--- src/rtl/max_pkg.sv ---
// Shared types and default sizing for the max_reduce_seq frame reducer.
package max_pkg;

  localparam int unsigned DefWidth    = 8;
  localparam int unsigned DefFrameLen = 16;

  typedef enum logic [1:0] {
    StIdle  = 2'd0,
    StAccum = 2'd1,
    StHold  = 2'd2
  } state_e;

endpackage

--- src/rtl/max_cmp_sel.sv ---
// Unsigned compare/select: gt = a > b, sel = larger of the two (b on ties).
module max_cmp_sel
  import max_pkg::*;
#(
  parameter int unsigned WIDTH = DefWidth
) (
  input  logic [WIDTH-1:0] a,
  input  logic [WIDTH-1:0] b,
  output logic             gt,
  output logic [WIDTH-1:0] sel
);

  always_comb begin
    gt  = (a > b);
    sel = gt ? a : b;
  end

endmodule

--- src/rtl/max_reduce_seq.sv ---
// Streaming per-frame maximum with argmax index and word count.
// Define MAX_REDUCE_INDEX_EN to keep the argmax index register; otherwise out_idx is tied to 0.
module max_reduce_seq
  import max_pkg::*;
#(
  parameter int unsigned WIDTH     = DefWidth,
  parameter int unsigned FRAME_LEN = DefFrameLen
) (
  input  logic                         clk,
  input  logic                         rst,
  input  logic                         in_valid,
  output logic                         in_ready,
  input  logic [WIDTH-1:0]             in_data,
  input  logic                         in_last,
  output logic                         out_valid,
  input  logic                         out_ready,
  output logic [WIDTH-1:0]             out_max,
  output logic [$clog2(FRAME_LEN)-1:0] out_idx,
  output logic [$clog2(FRAME_LEN):0]   out_cnt
);

  localparam int unsigned IDXW = $clog2(FRAME_LEN);
  localparam logic [IDXW:0] FrameLenC = (IDXW + 1)'(FRAME_LEN);

  state_e           state_q, state_d;
  logic [WIDTH-1:0] max_q, max_d;
  logic [IDXW:0]    cnt_q, cnt_d;
  logic             accept;
  logic             gt;
  logic [WIDTH-1:0] sel;

  max_cmp_sel #(
    .WIDTH(WIDTH)
  ) u_cmp (
    .a  (in_data),
    .b  (max_q),
    .gt (gt),
    .sel(sel)
  );

  // Handshake depends on state only, so there is no in_* to out_* combinational path.
  always_comb begin
    in_ready  = (state_q != StHold);
    out_valid = (state_q == StHold);
    accept    = in_valid && in_ready;
  end

  always_comb begin
    state_d = state_q;
    max_d   = max_q;
    cnt_d   = cnt_q;
    unique case (state_q)
      StIdle: begin
        if (accept) begin
          max_d   = in_data;
          cnt_d   = (IDXW + 1)'(1);
          state_d = in_last ? StHold : StAccum;
        end
      end
      StAccum: begin
        if (accept) begin
          if (gt) max_d = sel;
          cnt_d = cnt_q + 1'b1;
          if (in_last || (cnt_d == FrameLenC)) state_d = StHold;
        end
      end
      StHold: begin
        if (out_ready) state_d = StIdle;
      end
      default: state_d = StIdle;
    endcase
  end

  always_ff @(posedge clk or posedge rst) begin
    if (rst) begin
      state_q <= StIdle;
      max_q   <= '0;
      cnt_q   <= '0;
    end else begin
      state_q <= state_d;
      max_q   <= max_d;
      cnt_q   <= cnt_d;
    end
  end

  assign out_max = max_q;
  assign out_cnt = cnt_q;

`ifdef MAX_REDUCE_INDEX_EN
  logic [IDXW-1:0] idx_q, idx_d;

  // Index of the incoming word equals the count of words already taken.
  always_comb begin
    idx_d = idx_q;
    if (accept) begin
      if (state_q == StIdle) idx_d = '0;
      else if (gt)           idx_d = cnt_q[IDXW-1:0];
    end
  end

  always_ff @(posedge clk or posedge rst) begin
    if (rst) idx_q <= '0;
    else     idx_q <= idx_d;
  end

  assign out_idx = idx_q;
`else
  assign out_idx = '0;
`endif

endmodule

--- config.mk ---
export PLATFORM = sky130hd
export DESIGN_NAME = max_reduce_seq
export DESIGN_NICKNAME = d
export VERILOG_FILES = /design/src/rtl/max_pkg.sv /design/src/rtl/max_cmp_sel.sv /design/src/rtl/max_reduce_seq.sv
export SDC_FILE = /design/constraint.sdc
export NUM_CORES = 1
export LEC_CHECK = 0
export CAP_MARGIN = 25
export CORE_UTILIZATION = 39
export CTS_CLUSTER_SIZE = 28
export DETAILED_ROUTE_END_ITERATION = 10
export GPL_TIMING_DRIVEN = 0
export PLACE_DENSITY = 0.74
export SYNTH_ARGS = -nofsm -noshare
export SYNTH_HDL_FRONTEND = slang
export SYNTH_SLANG_ARGS = --single-unit
export TNS_END_PERCENT = 10
--- constraint.sdc ---
create_clock -name clk -period 1.85 [get_ports clk]
set_clock_uncertainty 0.2 [all_clocks]
set_input_delay 0.37 -clock clk [delete_from_list [all_inputs] [get_ports clk]]
set_output_delay 0.37 -clock clk [all_outputs]
set_load 0.01 [all_outputs]
==> reports/summary.txt, run 1 <==
Nets - 157
Compound-Gate Fraction of Synth Area - 13.9%
Skew-Pair Late Insertion Delay - 290 ps
Worst Hold Depth - 2
Ports - 32
Core Area - 2210 µm²
Post-Syn Area - 912 µm²
Final worst slack - -192 ps
Layout cells sized above 1 - 32.8%
Vias in the first global route - 813
Setup TNS - -1470 ps
First-pass GRT wire length - 3610 µm
Warnings, synthesis - 0
Most used DFF post-synth - dfrtp_1
# diodes - 0
WL per Instance - 14.1 µm
Reg2Reg Setup Slack - -190 ps
Synth area leaders - dfrtp_1, ha_1, mux2_2
CTS clk-pin slew, worst paths - 80 ps
H-tree depth - 1
Critical Path AT - 2020 ps
Violated checks - setup timing
PwrDens - 1250 nW/µm²
Root Driver - clkbuf_4
Post-synthesis mux area share - 9.88%
Top-count cell post-synth - dfrtp_1
Hold Path Sink - out_max[4]
Cell count after synthesis - 94
Worst endpoint required time - 1830 ps
Non-filler instance count after layout - 162
Vias/cell - 4.96
# rows - 17
RSZ-0062 raised after global routing - yes
Die Ht - 50.4 µm
CTS tree - done
Synth unique cells - 25
Number of flops mapped to enable cells by yosys - 0
Finish-stage setup viols - 9
Simple-gate share of the synthesized area - 13.6%
R2R Path Start - out_max[6]
Placer Congestion - 0.729
Cell accounting for the most synthesized area - dfrtp_1
Gr usage total - 19.4%
DRT Wirelength - 2290 µm
Pre-CTS setup slack - -704 ps
Post-Synth XOR/XNOR Area - 0%
Hold path start - in_data[4]
Reg-to-Reg End - out_max[7]
# fillers - 190
# DRC - 0
Tcrit/Tclk final - 110%
Worst setup SP type - flip-flop
Commonest cells in the synthesized netlist - dfrtp_1, inv_1, nand2_1, ha_1, mux2_2
Placed insts - 152
Worst Tran Pin Value - 587 ps
Count of final hold-check violations - 0
Top cell type's share of synthesized area - 41.2%
Leakage - 0.732 nW
Highest ir drop seen on vdd - 0.000623 V
Synthesis-to-layout area growth - 59.3%
Num CTS Buffers - 3
Remaining global-route overflow - 0
Minimum clock period - 2040 ps
Drt first-iter violations - 4
Final count of pins violating max slew - 0
Drt pass-1 iters - 4
WHS - 172 ps
Util after Layout - 65.7%
Initial core utilization - 41.2%
Port Buffers - 27
Status - complete, but fails checks
DIE AREA - 2540 µm²
Largest family of logic cells by synthesized area - compound AO/OA/AOI/OAI gates
Total clock sinks - 15
Adder-cell share of the synthesized area - 12.3%
Critical path origin - out_max[6]
Syn avg cell area - 9.70 µm²
Footprint of the multi-input gates - 613 µm²
Max Clock Freq - 490 MHz
CP max FO - 7
Flops & latches, synth - 15
Die width - 50.4 µm
Worst hold-check path type - input port to flip-flop
CP Capture Type - flip-flop
Number of max-cap violations - 0
Seq/Total Area, Yosys - 41.2%
Worst rel slew slack - 60.8%
Clock buffer depth - 2
Initial antenna violation count - 0
Vias - 803
Post-DP HPWL - 1510 µm
Reg2reg path depth - 8
Asr flop ratio synth - 100%
Setup CP Type - flip-flop to flip-flop
DRT antenna net count - 0
Largest net degree at the start of global routing - 16
Register area - 378 µm²
what timing repair did:
action                     in CTS  in global routing
gates resized for setup        39                 11
pin swaps                      10                  9
setup endpoints to repair      14                 10
hold buffers                    0                  0
setup buffers                   4                  2
routing by layer:
metal	GRT usage, %	share of wire, %
met5	0	0
met4	10.2	0.92
met3	3.03	4.6
met2	31.3	52
met1	24.7	42
worst max-delay path, stage by stage, from the launching register on:
cell and delay [ps]:
dfrtp_1 370, inv_1 80, ha_4 280, nand4_1 170, nor2_2 200, a21oi_2 100, o21ai_4 80, buf_12 160
mux2_4 300
report_power, final:
part           internal (mW)  leakage [nW]  switching, mW
clock network         0.0839        0.0150          0.108
registers              0.447         0.182          0.115
logic                  0.614         0.535          0.442
total                   1.14         0.732          0.665
worst max-delay path by stage:
| stage | endpoint | slack [ps] | cells after the start |
|---|---|---|---|
| finish | out_max[7] | -190 | 8 |
| global route | out_max[7] | -300 | 8 |
| CTS | out_max[0] | -180 | 8 |
| detailed placement | out_max[3] | -700 | 7 |
| global placement | out_max[7] | -660 | 7 |
| floorplan | out_max[0] | -140 | 7 |
per-stage QoR:
| stage | cell area [µm²] | power [mW] |
|---|---|---|
| 2_1_floorplan | 923 | 0.954 |
| 3_3_place_gp | 1230 | 1.27 |
| 3_5_place_dp | 1230 | 1.31 |
| 4_1_cts | 1380 | 1.71 |
| 5_1_grt | 1450 | 1.94 |
| 6_report | 1450 | 1.81 |
layout make-up:
| cell class | count | share of cell area [%] |
|---|---|---|
| multi-input combinational | 65 | 42.2 |
| sequential | 15 | 26.0 |
| timing repair buffer | 33 | 21.6 |
| inverter | 12 | 3.10 |
| buffer | 5 | 2.84 |
| tap | 28 | 2.41 |
| clock buffer | 4 | 1.81 |
sequential cells by signal, summed over array words and instances (netlist names):
signal,cells
out_max,8
state_q,2
out_cnt,5
cells in the final DEF, fill, tap and decap left out, drive strengths merged, types with 5 or more instances in the layout:
cell type | synthesis | routed
nand2 | 12 | 12
clkdlybuf4s50 | 0 | 10
mux2 | 8 | 8
dlygate4sd2 | 0 | 11
a21oi | 6 | 6
dfrtp | 15 | 15
nand3 | 5 | 5
inv | 12 | 12
buf | 5 | 13
ha | 9 | 9
o21ai | 6 | 6
cell families after synthesis:
| kind of cell | Yosys count |
|---|---|
| other cells | 1 |
| simple gates | 25 |
| fa+ha+maj | 9 |
| flops | 15 |
| compound gates | 19 |
| mux | 8 |
| buf+inv | 17 |
No activity file was read; power rests on OpenSTA's default activity.
==> inputs of run 2 (changes only) <==
--- a/config.mk
+++ b/config.mk
@@ -5,6 +5,7 @@
 export SDC_FILE = /design/constraint.sdc
 export NUM_CORES = 1
 export LEC_CHECK = 0
+export ABC_AREA = 0
 export CAP_MARGIN = 25
 export CORE_UTILIZATION = 39
 export CTS_CLUSTER_SIZE = 28
==> results of run 2 <==
The final DEF is identical to that of run 1; final timing and power are the same.
==> inputs of run 3 (changes only) <==
--- a/config.mk
+++ b/config.mk
@@ -7,6 +7,7 @@
 export LEC_CHECK = 0
 export ABC_AREA = 0
 export CAP_MARGIN = 25
+export CORE_MARGIN = 2
 export CORE_UTILIZATION = 39
 export CTS_CLUSTER_SIZE = 28
 export DETAILED_ROUTE_END_ITERATION = 10
==> reports/summary.txt, run 3 (synthesis results as in run 1) <==
First-pass GRT wire length - 3510 µm (was 3610 µm)
Placer Congestion - 0.773 (was 0.729)
Skew-Pair Late Insertion Delay - 280 ps (was 290 ps)
CTS tree - done (unchanged)
CP Capture Type - flip-flop (unchanged)
Pre-CTS setup slack - -704 ps (about the same)
# rows - 17 (unchanged)
DIE AREA - 2740 µm² (was 2540 µm²)
Tcrit/Tclk final - 112% (was 110%)
Final count of pins violating max slew - 0 (unchanged)
Highest ir drop seen on vdd - 0.000770 V (was 0.000623 V)
H-tree depth - 1 (unchanged)
Worst Hold Depth - 2 (unchanged)
Reg-to-Reg End - out_max[2] (was out_max[7])
Worst Tran Pin Value - 576 ps (was 587 ps)
Number of max-cap violations - 0 (unchanged)
RSZ-0062 raised after global routing - yes (unchanged)
Drt first-iter violations - 21 (was 4)
Reg2Reg Setup Slack - -180 ps (was -190 ps)
Largest net degree at the start of global routing - 16 (unchanged)
Hold path start - in_data[5] (was in_data[4])
PwrDens - 1220 nW/µm² (was 1250 nW/µm²)
Critical path's slowest cell - clkdlybuf4s50_1 (was dfrtp_1)
Die width - 52.4 µm (was 50.4 µm)
Commonest cells after routing, fill and taps aside - clkdlybuf4s50_1, dfrtp_1, nand2_1 (was dfrtp_1, nand2_1, dlygate4sd2_1)
Worst rel slew slack - 61.6% (was 60.8%)
# DRC - 0 (unchanged)
Vias/cell - 5.01 (was 4.96)
Initial core utilization - 41.2% (unchanged)
Minimum clock period - 2080 ps (was 2040 ps)
Synthesis-to-layout area growth - 55.4% (was 59.3%)
Core Area - 2210 µm² (unchanged)
Setup TNS - -1690 ps (was -1470 ps)
Critical path's top delay family - buffers and inverters (was flip-flops)
Status - complete, but fails checks (unchanged)
# fillers - 200 (was 190)
Clock buffer depth - 2 (unchanged)
Count of final hold-check violations - 0 (unchanged)
Largest stage delay, worst path - 430 ps (was 370 ps)
Worst hold-check path type - input port to flip-flop (unchanged)
Final worst slack - -226 ps (was -192 ps)
Vias in the first global route - 822 (was 813)
Root Driver - clkbuf_4 (unchanged)
Leakage - 0.720 nW (was 0.732 nW)
Layout cells sized above 1 - 27.6% (was 32.8%)
DRT Wirelength - 2090 µm (was 2290 µm)
Max Clock Freq - 482 MHz (was 490 MHz)
Die Ht - 52.4 µm (was 50.4 µm)
Initial antenna violation count - 0 (unchanged)
Finish-stage setup viols - 8 (was 9)
Reg2reg path depth - 8 (unchanged)
Worst setup SP type - input port (was flip-flop)
Remaining global-route overflow - 0 (unchanged)
Max FFs per register - 8 (unchanged)
Vias - 812 (was 803)
# diodes - 0 (unchanged)
Drt pass-1 iters - 4 (unchanged)
Violated checks - setup timing (unchanged)
Setup CP Type - input port to flip-flop (was flip-flop to flip-flop)
Worst endpoint required time - 1810 ps (was 1830 ps)
WL per Instance - 12.9 µm (was 14.1 µm)
CP Buf/Inv Count - 2 (unchanged)
CP Cell Sequence - clkdlybuf4s50_1 > ha_1 > nand4_1 > nor2_1 > a21oi_2 > o21ai_4 > buf_6 > mux2_4 (was inv_1 > ha_4 > nand4_1 > nor2_2 > a21oi_2 > o21ai_4 > buf_12 > mux2_4)
Ports - 32 (unchanged)
DRT antenna net count - 0 (unchanged)
Critical Path AT - 2040 ps (was 2020 ps)
Nets - 157 (unchanged)
CP max FO - 4 (was 7)
CTS clk-pin slew, worst paths - 90 ps (was 80 ps)
Total clock sinks - 15 (unchanged)
R2R Path Start - out_max[5] (was out_max[6])
Post-DP HPWL - 1430 µm (was 1510 µm)
Gr usage total - 17.1% (was 19.4%)
Port Buffers - 27 (unchanged)
Hold Path Sink - out_max[5] (was out_max[4])
Num CTS Buffers - 3 (unchanged)
## run 3: report_power, final
group          internal [mW]  switching [mW]
clock network         0.0835          0.0987
logic                  0.587           0.405
registers              0.446           0.116
## run 3: worst max path at each step
stage                           from         end  depth (start not counted)
after detailed placement  in_data[1]  out_max[0]                          7
after CTS                 out_max[1]  out_max[3]                          8
after global placement    in_data[1]  out_max[1]                          7
final                     in_data[4]  out_max[2]                          8
after global routing      out_max[1]  out_max[2]                          8
after floorplan           out_max[1]  out_max[0]                          7
## run 3: metrics by stage
stage                     total power, mW  cells  instance area (µm²)  utilization [%]  hold WS, ps
after floorplan                     0.954     97                  923                -         71.5
after global placement               1.27    152                 1230             55.5          310
after detailed placement             1.30    152                 1230             55.5          322
after CTS                            1.69    160                 1380             62.5          264
after global routing                 1.88    162                 1420             64.1          211
final                                1.74    162                 1420             64.1          222
## run 3: what timing repair did
action                                  CTS  global route
gates cloned                              0             0
buffers inserted                          4             2
endpoints found under the setup margin   14            12
hold buffers                              0             0
pin swaps                                 8             6
resized for setup                        39             4
## run 3: per-layer routing
metal / global-route usage (%) / routed length, µm / vias to the layer above
li1: - / - / 397
met1: 20.8 / 878 / 390
met2: 29.8 / 1090 / 23
met3: 3.71 / 99 / 2
met4: 5.56 / 19 / 0
met5: 0 / 0 / -
## run 3: area by class of cell
cell class | instances | area, µm² | share of cell area, %
Tap cell | 28 | 35.0 | 2.47
Buffer | 5 | 41.3 | 2.91
Timing Repair Buffer | 33 | 314 | 22.2
Multi-Input combinational cell | 65 | 579 | 40.9
Clock buffer | 4 | 26.3 | 1.85
Inverter | 12 | 45.0 | 3.18
Sequential cell | 15 | 377 | 26.6
